<file path="config.mk">
export PLATFORM = sky130hd
export DESIGN_NAME = rv_fetch_stage
export DESIGN_NICKNAME = d
export VERILOG_FILES = /design/src/rtl/rv_fetch_pkg.sv /design/src/rtl/rv_fetch_skid.sv /design/src/rtl/rv_fetch_stage.sv
export SDC_FILE = /design/constraint.sdc
export NUM_CORES = 1
export LEC_CHECK = 0
export CAP_MARGIN = 15
export CORE_MARGIN = 2
export CORE_UTILIZATION = 36
export DETAILED_ROUTE_END_ITERATION = 10
export SYNTH_ARGS = -nofsm -noshare
export SYNTH_HDL_FRONTEND = slang
export SYNTH_SLANG_ARGS = --single-unit
</file>
<file path="constraint.sdc">
create_clock -name clk -period 2.73 [get_ports clk]
set_input_delay 0.273 -clock clk [delete_from_list [all_inputs] [get_ports clk]]
set_output_delay 0.273 -clock clk [all_outputs]
set_load 0.02 [all_outputs]
</file>
<file path="src/rtl/rv_fetch_pkg.sv">
// Shared constants for the RV instruction-fetch stage and the decode/control logic.
// State encodings, NOP, instruction field positions and base opcodes.
package rv_fetch_pkg;

  localparam logic [2:0] ST_IDLE = 3'd0;
  localparam logic [2:0] ST_REQ  = 3'd1;
  localparam logic [2:0] ST_WAIT = 3'd2;
  localparam logic [2:0] ST_HOLD = 3'd3;
  localparam logic [2:0] ST_ERR  = 3'd4;

  localparam logic [31:0] NOP_INSTR = 32'h0000_0013;

  localparam int unsigned OPCODE_LSB = 0;
  localparam int unsigned OPCODE_MSB = 6;
  localparam int unsigned RD_LSB     = 7;
  localparam int unsigned RD_MSB     = 11;
  localparam int unsigned FUNCT3_LSB = 12;
  localparam int unsigned FUNCT3_MSB = 14;
  localparam int unsigned RS1_LSB    = 15;
  localparam int unsigned RS1_MSB    = 19;
  localparam int unsigned RS2_LSB    = 20;
  localparam int unsigned RS2_MSB    = 24;
  localparam int unsigned FUNCT7_LSB = 25;
  localparam int unsigned FUNCT7_MSB = 31;

  localparam logic [6:0] OPC_LOAD   = 7'b000_0011;
  localparam logic [6:0] OPC_OP_IMM = 7'b001_0011;
  localparam logic [6:0] OPC_AUIPC  = 7'b001_0111;
  localparam logic [6:0] OPC_STORE  = 7'b010_0011;
  localparam logic [6:0] OPC_OP     = 7'b011_0011;
  localparam logic [6:0] OPC_LUI    = 7'b011_0111;
  localparam logic [6:0] OPC_BRANCH = 7'b110_0011;
  localparam logic [6:0] OPC_JALR   = 7'b110_0111;
  localparam logic [6:0] OPC_JAL    = 7'b110_1111;
  localparam logic [6:0] OPC_SYSTEM = 7'b111_0011;

  function automatic logic is_misaligned(input logic [1:0] lsbs);
    return lsbs != 2'b00;
  endfunction

endpackage

</file>
<file path="src/rtl/rv_fetch_skid.sv">
// One-entry {pc, instr} holding register used when a fetch response arrives
// while the output slot is still stalled. Clear wins over load, load over unload.
module rv_fetch_skid
  import rv_fetch_pkg::*;
#(
  parameter int unsigned XLEN = 32
) (
  input  logic            clk,
  input  logic            rst_n,
  input  logic            load,
  input  logic            unload,
  input  logic            clear,
  input  logic [XLEN-1:0] load_pc,
  input  logic [31:0]     load_instr,
  output logic            valid,
  output logic [XLEN-1:0] pc,
  output logic [31:0]     instr
);

  logic            valid_q;
  logic [XLEN-1:0] pc_q;
  logic [31:0]     instr_q;

  always_ff @(posedge clk or negedge rst_n) begin
    if (!rst_n) begin
      valid_q <= 1'b0;
      pc_q    <= '0;
      instr_q <= NOP_INSTR;
    end else if (clear) begin
      valid_q <= 1'b0;
    end else if (load) begin
      valid_q <= 1'b1;
      pc_q    <= load_pc;
      instr_q <= load_instr;
    end else if (unload) begin
      valid_q <= 1'b0;
    end
  end

  assign valid = valid_q;
  assign pc    = pc_q;
  assign instr = instr_q;

endmodule

</file>
<file path="src/rtl/rv_fetch_stage.sv">
// Instruction-fetch stage and IF/ID register: one outstanding imem request, redirect
// flush, stall skid. Optional misaligned-redirect trap via FETCH_MISALIGN_CHK_EN.
module rv_fetch_stage
  import rv_fetch_pkg::*;
#(
  parameter int unsigned     XLEN     = 32,
  parameter logic [XLEN-1:0] RESET_PC = '0
) (
  input  logic            clk,
  input  logic            rst_n,
  output logic            imem_req,
  output logic [XLEN-1:0] imem_addr,
  input  logic            imem_ready,
  input  logic            imem_rvalid,
  input  logic [31:0]     imem_rdata,
  input  logic            redirect,
  input  logic [XLEN-1:0] redirect_pc,
  input  logic            stall,
  output logic            if_valid,
  output logic [XLEN-1:0] if_pc,
  output logic [31:0]     if_instr,
  output logic [6:0]      opcode,
  output logic [2:0]      funct3,
  output logic [6:0]      funct7,
  output logic [4:0]      rd,
  output logic [4:0]      rs1,
  output logic [4:0]      rs2,
  output logic            fetch_err
);

  localparam logic [XLEN-1:0] WORD_MASK = ~XLEN'(3);

  logic [2:0]      state_q, state_d;
  logic [XLEN-1:0] pc_q, pc_d;
  logic            drop_q, drop_d;
  logic            if_valid_q, if_valid_d;
  logic [XLEN-1:0] if_pc_q, if_pc_d;
  logic [31:0]     if_instr_q, if_instr_d;

  logic            skid_load, skid_unload, skid_clear, skid_valid;
  logic [XLEN-1:0] skid_pc;
  logic [31:0]     skid_instr;

  rv_fetch_skid #(
    .XLEN(XLEN)
  ) u_skid (
    .clk       (clk),
    .rst_n     (rst_n),
    .load      (skid_load),
    .unload    (skid_unload),
    .clear     (skid_clear),
    .load_pc   (pc_q),
    .load_instr(imem_rdata),
    .valid     (skid_valid),
    .pc        (skid_pc),
    .instr     (skid_instr)
  );

`ifdef FETCH_MISALIGN_CHK_EN
  logic err_q, err_d;
  logic redirect_bad;
  assign redirect_bad = is_misaligned(redirect_pc[1:0]);
`endif

  always_comb begin
    state_d     = state_q;
    pc_d        = pc_q;
    drop_d      = drop_q;
    if_valid_d  = if_valid_q;
    if_pc_d     = if_pc_q;
    if_instr_d  = if_instr_q;
    skid_load   = 1'b0;
    skid_unload = 1'b0;
    skid_clear  = 1'b0;
`ifdef FETCH_MISALIGN_CHK_EN
    err_d       = err_q;
`endif

    if (redirect && (state_q != ST_ERR)) begin
      if_valid_d = 1'b0;
      skid_clear = 1'b1;
      // A response landing in the redirect cycle is consumed here, so nothing is left in flight.
      unique case (state_q)
        ST_WAIT: drop_d = !imem_rvalid;
        ST_REQ:  drop_d = drop_q || imem_ready;
        default: drop_d = drop_q;
      endcase
`ifdef FETCH_MISALIGN_CHK_EN
      if (redirect_bad) begin
        err_d   = 1'b1;
        drop_d  = 1'b0;
        state_d = ST_ERR;
      end else begin
        pc_d    = redirect_pc;
        state_d = ST_REQ;
      end
`else
      pc_d    = redirect_pc & WORD_MASK;
      state_d = ST_REQ;
`endif
    end else begin
      if (if_valid_q && !stall) begin
        if_valid_d = 1'b0;
      end
      unique case (state_q)
        ST_IDLE: state_d = ST_REQ;
        ST_REQ: begin
          if (imem_ready) begin
            state_d = ST_WAIT;
          end
        end
        ST_WAIT: begin
          if (imem_rvalid) begin
            state_d = ST_REQ;
            if (drop_q) begin
              drop_d = 1'b0;
            end else if (!if_valid_q || !stall) begin
              if_valid_d = 1'b1;
              if_pc_d    = pc_q;
              if_instr_d = imem_rdata;
              pc_d       = pc_q + XLEN'(4);
            end else begin
              skid_load = 1'b1;
              pc_d      = pc_q + XLEN'(4);
              state_d   = ST_HOLD;
            end
          end
        end
        ST_HOLD: begin
          if (!stall && skid_valid) begin
            if_valid_d  = 1'b1;
            if_pc_d     = skid_pc;
            if_instr_d  = skid_instr;
            skid_unload = 1'b1;
            state_d     = ST_REQ;
          end
        end
        ST_ERR: if_valid_d = 1'b0;
        default: state_d = ST_IDLE;
      endcase
    end
  end

  always_ff @(posedge clk or negedge rst_n) begin
    if (!rst_n) begin
      state_q    <= ST_IDLE;
      pc_q       <= RESET_PC;
      drop_q     <= 1'b0;
      if_valid_q <= 1'b0;
      if_pc_q    <= '0;
      if_instr_q <= NOP_INSTR;
    end else begin
      state_q    <= state_d;
      pc_q       <= pc_d;
      drop_q     <= drop_d;
      if_valid_q <= if_valid_d;
      if_pc_q    <= if_pc_d;
      if_instr_q <= if_instr_d;
    end
  end

`ifdef FETCH_MISALIGN_CHK_EN
  always_ff @(posedge clk or negedge rst_n) begin
    if (!rst_n) begin
      err_q <= 1'b0;
    end else begin
      err_q <= err_d;
    end
  end
  assign fetch_err = err_q;
`else
  assign fetch_err = 1'b0;
`endif

  assign imem_req  = (state_q == ST_REQ);
  assign imem_addr = pc_q & WORD_MASK;

  assign if_valid = if_valid_q;
  assign if_pc    = if_pc_q;
  assign if_instr = if_instr_q;

  assign opcode = if_instr_q[OPCODE_MSB:OPCODE_LSB];
  assign funct3 = if_instr_q[FUNCT3_MSB:FUNCT3_LSB];
  assign funct7 = if_instr_q[FUNCT7_MSB:FUNCT7_LSB];
  assign rd     = if_instr_q[RD_MSB:RD_LSB];
  assign rs1    = if_instr_q[RS1_MSB:RS1_LSB];
  assign rs2    = if_instr_q[RS2_MSB:RS2_LSB];

endmodule

</file>
Word level (Yosys, flattened, before mapping):

Cells that the tools add are included.
Widths: inputs -> output; s select.

* reduce and logical (&&, ||, !) cells: 19
* eq/ne operators: 14
* multiplexer cells: 44
* bitwise logic cells: 2
* $add $sub $neg: 1

Operators with widths (count)
* $mux 32: 12
* $pmux 32 s2: 2
* $add 32x3->32 const B: 1
* $mux 1: 21
* $pmux 3 s5: 1
* $mux 3: 4
* $ne 2x2->1 const B: 5
* $ne 3x3->1 const B: 3
* $reduce_bool 2->1: 4
* $eq 3x2->1 const B: 2
* $reduce_and 3->1: 2
* $reduce_and 6->1: 1
* $mux 2: 2
* $reduce_and 4->1: 1
* $eq 3x1->1 const B: 1
* $eq 3x3->1 const B: 1
* $logic_and 1x1->1: 3
* $logic_not 1->1: 3
* $logic_not 3->1: 1
* $ne 3x1->1 const B: 1
* $pmux 1 s3: 1
* $reduce_bool 3->1: 1
* $logic_or 1x1->1: 2
* $ne 2x1->1 const B: 1
* 3 further kinds: 4

* logic and storage cells: 89
* input port bits: 70
* bits in registers: 166

Longest topological paths before layout:

* depth after elaboration: 9
* gate-level depth with buffers: 8
* gate-level depth less buffers: 6

Modules after synthesis:

Synthesis repeated with hierarchy kept, for this count alone.

* cell total of the unflattened synthesis: 638
* area total of the unflattened synthesis: 8234.1 um^2

By module, submodules not included
* rv_fetch_stage: cells each 498, area each 5489.0 um^2, times used 1, seq. area each 2456.1 um^2
* rv_fetch_skid: cells each 140, area each 2745.1 um^2, times used 1, seq. area each 1630.3 um^2

Worst setup path after synthesis:

OpenSTA, ideal clock, no wires.

* path type: register to register
* start point: register state_q[0]
* end point: register if_instr_q[10], in the netlist if_instr[10]
* cell stages (with the launch flop): 9
* library setup time: 0.125 ns
* required time: 2.605 ns
* slack: 0.501 ns
* arrival time: 2.104 ns
* cell sequence: dfrtp_1 > inv_1 > ha_1 > nand3b_1 > buf_2 > a21oi_1 > o21ai_1 > clkbuf_1 > mux2_2

* cells in the longest elaborated chain, start to end: 4

RTL lines
* start: declaration: line rv_fetch_stage.sv:33 `logic [2:0] state_q, state_d;`
* start signal: assignment: line rv_fetch_stage.sv:153 `state_q <= state_d;`
* branches (longest 4 deep; another with $reduce_and 6->1)
* end signal: assignment: line rv_fetch_stage.sv:158 `if_instr_q <= if_instr_d;`
* end: declaration: line rv_fetch_stage.sv:38 `logic [31:0] if_instr_q, if_instr_d;`

Parallel ways; which one is timed is not known.
A chain may end at the register's enable or synchronous reset.

Final worst setup path:

* start point: register state_q[0]
* end point: register pc_q[25]

* cells in the longest elaborated chain, start to end: 4

RTL lines
* $ne 3x3->1: line rv_fetch_stage.sv:79 `if (redirect && (state_q != ST_ERR)) begin`
* $logic_and 1x1->1: line rv_fetch_stage.sv:79
* $ne 2x1->1 (no source line) or $reduce_bool 2->1 (tied branches)
* $reduce_and 3->1 (no source line)
* end signal: assignment: line rv_fetch_stage.sv:154 `pc_q <= pc_d;`
* end: declaration: line rv_fetch_stage.sv:34 `logic [XLEN-1:0] pc_q, pc_d;`

Several ways; a longest one is shown, not always the timed one.

==> reports/metrics.yaml <==
clock_tree:
  path_clk_slew_ns: 0.06
  cts_max_level: 4
  postCtsSetupBuffers: 0
  insertion_delay_ns: 0.42
  clk_path_buf_depth: 2
  cts_tree: "built"
  cts_root_buf: "clkbuf_16"
  cts.sinks: 159
  cts_buffers: 17
worst_setup_path:
  critPathMaxFanout: 8
  worst_path_largest_cell_delay_ns: 0.74
  reg2reg_depth: 6
  r2r-end: "pc_q[25]"
  crit_path_cell_trace: "inv_1 -> ha_1 -> nand3b_1 -> or4_1 -> or4_1 -> a31oi_1"
  rrSetupSlack_ns: 0.22
  cp-start-kind: "flop"
  cp-end-kind: "flop"
  crit_type: "reg -> reg"
  cp_data_required_time_ns: 3.07
  critPathTopFamily: "simple AND/OR/NAND/NOR gates"
  worstPathArrival_ns: 2.85
  critPathSlowestCell: "or4_1"
  cp_common_cell: "or4_1"
  worst-path-buf-inv: 1
  cp.depth: 6
  r2r_start: "state_q[0]"
synthesis:
  yosys_warnings: 0
  syn_area_um2: 7700
  synth-edff-count: 0
  synth_seq_area_share: 0.518
  avgSynthCellArea_um2: 12.4
  synth_cells: 619
  ys_top_cells_by_area: "dfrtp_1 50%, mux2_2 27%, buf_4 3.7%"
  yosys.area.top_type: "dfrtp_1"
  synth_most_common_cell: "mux2_2"
  synth_flop_cell: "dfrtp_1"
  yosysTopAreaCellShare: 0.497
  async_flop_share: 1.00
  yosys.cell_types.count: 46
  synth_common_cells: "182 x mux2_2, 153 x dfrtp_1, 38 x buf_4"
  synth_seq_cells: 159
finish:
  drive_gt1_frac: 0.315
  antenna_cells: 0
  nNetsFinal: 852
  area_delta_synth_final_pct: 35.1
  final_cell_area_um2: 10400
  final_cells: 1066
  multi_input_comb_area_um2: 3270
  n_fill_cell: 1834
  regArea_um2: 3990
die:
  start_util: 0.366
  io_pins: 201
  die_area_um2: 22600
  chipWidth_um: 150
  design.core.area_um2: 21000
  rows: 53
  fp.dieH_um: 150
status:
  status: "completed"
placement:
  dpl.cell_count: 1033
  port_buffers: 193
  dpl.hpwl_mm: 12.6
  placed_area_um2: 9750
  post-place-ws_ns: 0.197
  place_congestion: 0.760
drt:
  vias: 5392
  drtIter0Drc: 223
  dr.pass1.iters: 4
  wl_per_cell_um: 17.1
  via_per_inst: 5.06
  drc: 0
  routed_wl_mm: 18.3
  antenna_left: 0
timing:
  rsz0062_at_grt: "no"
  setup-violations-final: 0
  fin_worst_hold_slack_ns: 0.415
  fin_crit_sh: 0.920
  slew_violations: 0
  tns_ns: 0
  fin_crit_ns: 2.51
  max_freq_ghz: 0.398
  fin_worst_skew_ns: 0.0101
  relSlewSlack: 0.529
  setup_ws_ns: 0.218
  finalHoldViolCount: 0
  worst_pin_slew_ns: 0.706
power_and_ir_drop:
  peakVddDrop_mv: 0.626
  p_per_area_nw_per_um2: 957
  leakage_nw: 4.42
min_path:
  hold_class: "in -> reg"
  hold_depth: 3
  hold_end: "pc_q[8]"
  min_from: "redirect_pc[8]"
global_route:
  grt_start_max_net_pins: 75
  grt_pass1_wl_mm: 28.9
  grt-ovfl-total: 0
  antenna_found_initial: 0
  grt_pass1_vias: 5548
  grt_use_total: 0.164
job:
  maxCapViolations: 0
-- through the flow --
step | util | power [mW]
after floorplan | - | 5.78
after global placement | 0.464 | 7.41
after detailed placement | 0.464 | 7.47
after CTS | 0.495 | 10.1
after global routing | 0.495 | 10.5
final | 0.495 | 9.95
-- state kept, by name (all words and copies together), names as in the netlist, 2 cells and up --
| register | flops |
|---|---|
| if_pc | 30 |
| state_q | 2 |
| u_skid.instr | 32 |
| if_instr | 32 |
| pc_q | 30 |
| u_skid.pc | 30 |
-- worst register-to-register path, delay by kind of cell, from the launching register on --
kind	cells	cell delay (ns)
DFF	1	0.42
adders and majority gates	1	0.27
and+or+nand+nor	3	1.49
AOI/OAI and AO/OA	1	0.17
buffers and inverters	1	0.09
-- final cells by class --
type                       instances  share of cell area
timing repair buffer             211               0.204
tap                              275              0.0331
clock inverter                    12              0.0177
inverter                          11             0.00397
clock buffer                      20              0.0439
multi-input combinational        378               0.314
sequential                       159               0.383
-- worst max-delay path by stage --
stage / start / end / slack, ns
5_1_grt: state_q[0] / pc_q[26] / 0.06
3_3_place_gp: imem_rvalid / pc_q[13] / 0.25
4_1_cts: state_q[0] / pc_q[26] / 0.21
3_5_place_dp: imem_rvalid / pc_q[26] / 0.20
6_report: state_q[0] / pc_q[25] / 0.22
2_1_floorplan: state_q[0] / if_instr[10] / 0.50
-- what timing repair did --
action | CTS | global route
resized for setup | 0 | 0
hold buffers | 1 | 0
endpoints found under the hold margin | 64 | 0
-- layout by cell type, fill, tap and decap left out, drive strengths merged, types with 2 or more instances in the layout --
cell / count
a211o: 2
a21oi: 3
a31oi: 20
and3: 3
and4: 2
buf: 18
bufinv: 4
clkbuf: 20
clkdlybuf4s50: 192
clkinv: 6
clkinvlp: 2
conb: 5
dfrtp: 153
dfstp: 6
ha: 4
inv: 11
mux2: 182
nand2: 31
nand3: 10
nand4: 7
nand4b: 2
nor2: 21
nor2b: 2
nor3: 5
nor4: 2
o21ai: 21
o31ai: 12
or2: 3
or3: 6
or4: 18
xnor2: 7
xor2: 3
-- layer usage --
metal,track usage,vias up,wire length [um],part of all wire
li1,-,2506,-,-
met1,0.213,2703,8220,0.45
met2,0.264,166,8560,0.47
met3,0.0515,17,1220,0.067
met4,0.0509,0,252,0.014
met5,0,-,0,0
-- cell families (layout without fill, tap and decap cells) --
| family | after synthesis | count (layout) | share of synthesized area |
|---|---|---|---|
| xor+xnor | 10 | 10 | 0.0114 |
| fa+ha+maj | 4 | 4 | 0.00650 |
| flops | 159 | 159 | 0.518 |
| buf+inv | 86 | 254 | 0.0637 |
| compound gates | 61 | 61 | 0.0493 |
| simple gates | 115 | 115 | 0.0832 |
| mux | 183 | 183 | 0.268 |
| other cells | 1 | 5 | 0.000487 |
-- where the power goes --
part	leakage (nW)	total (mW)	switching (mW)	internal (mW)
sequential	2.02	3.30	0.412	2.89
combinational	2.09	4.09	1.91	2.18
clock	0.307	2.56	0.971	1.59
(Power assumes the default switching activity.)
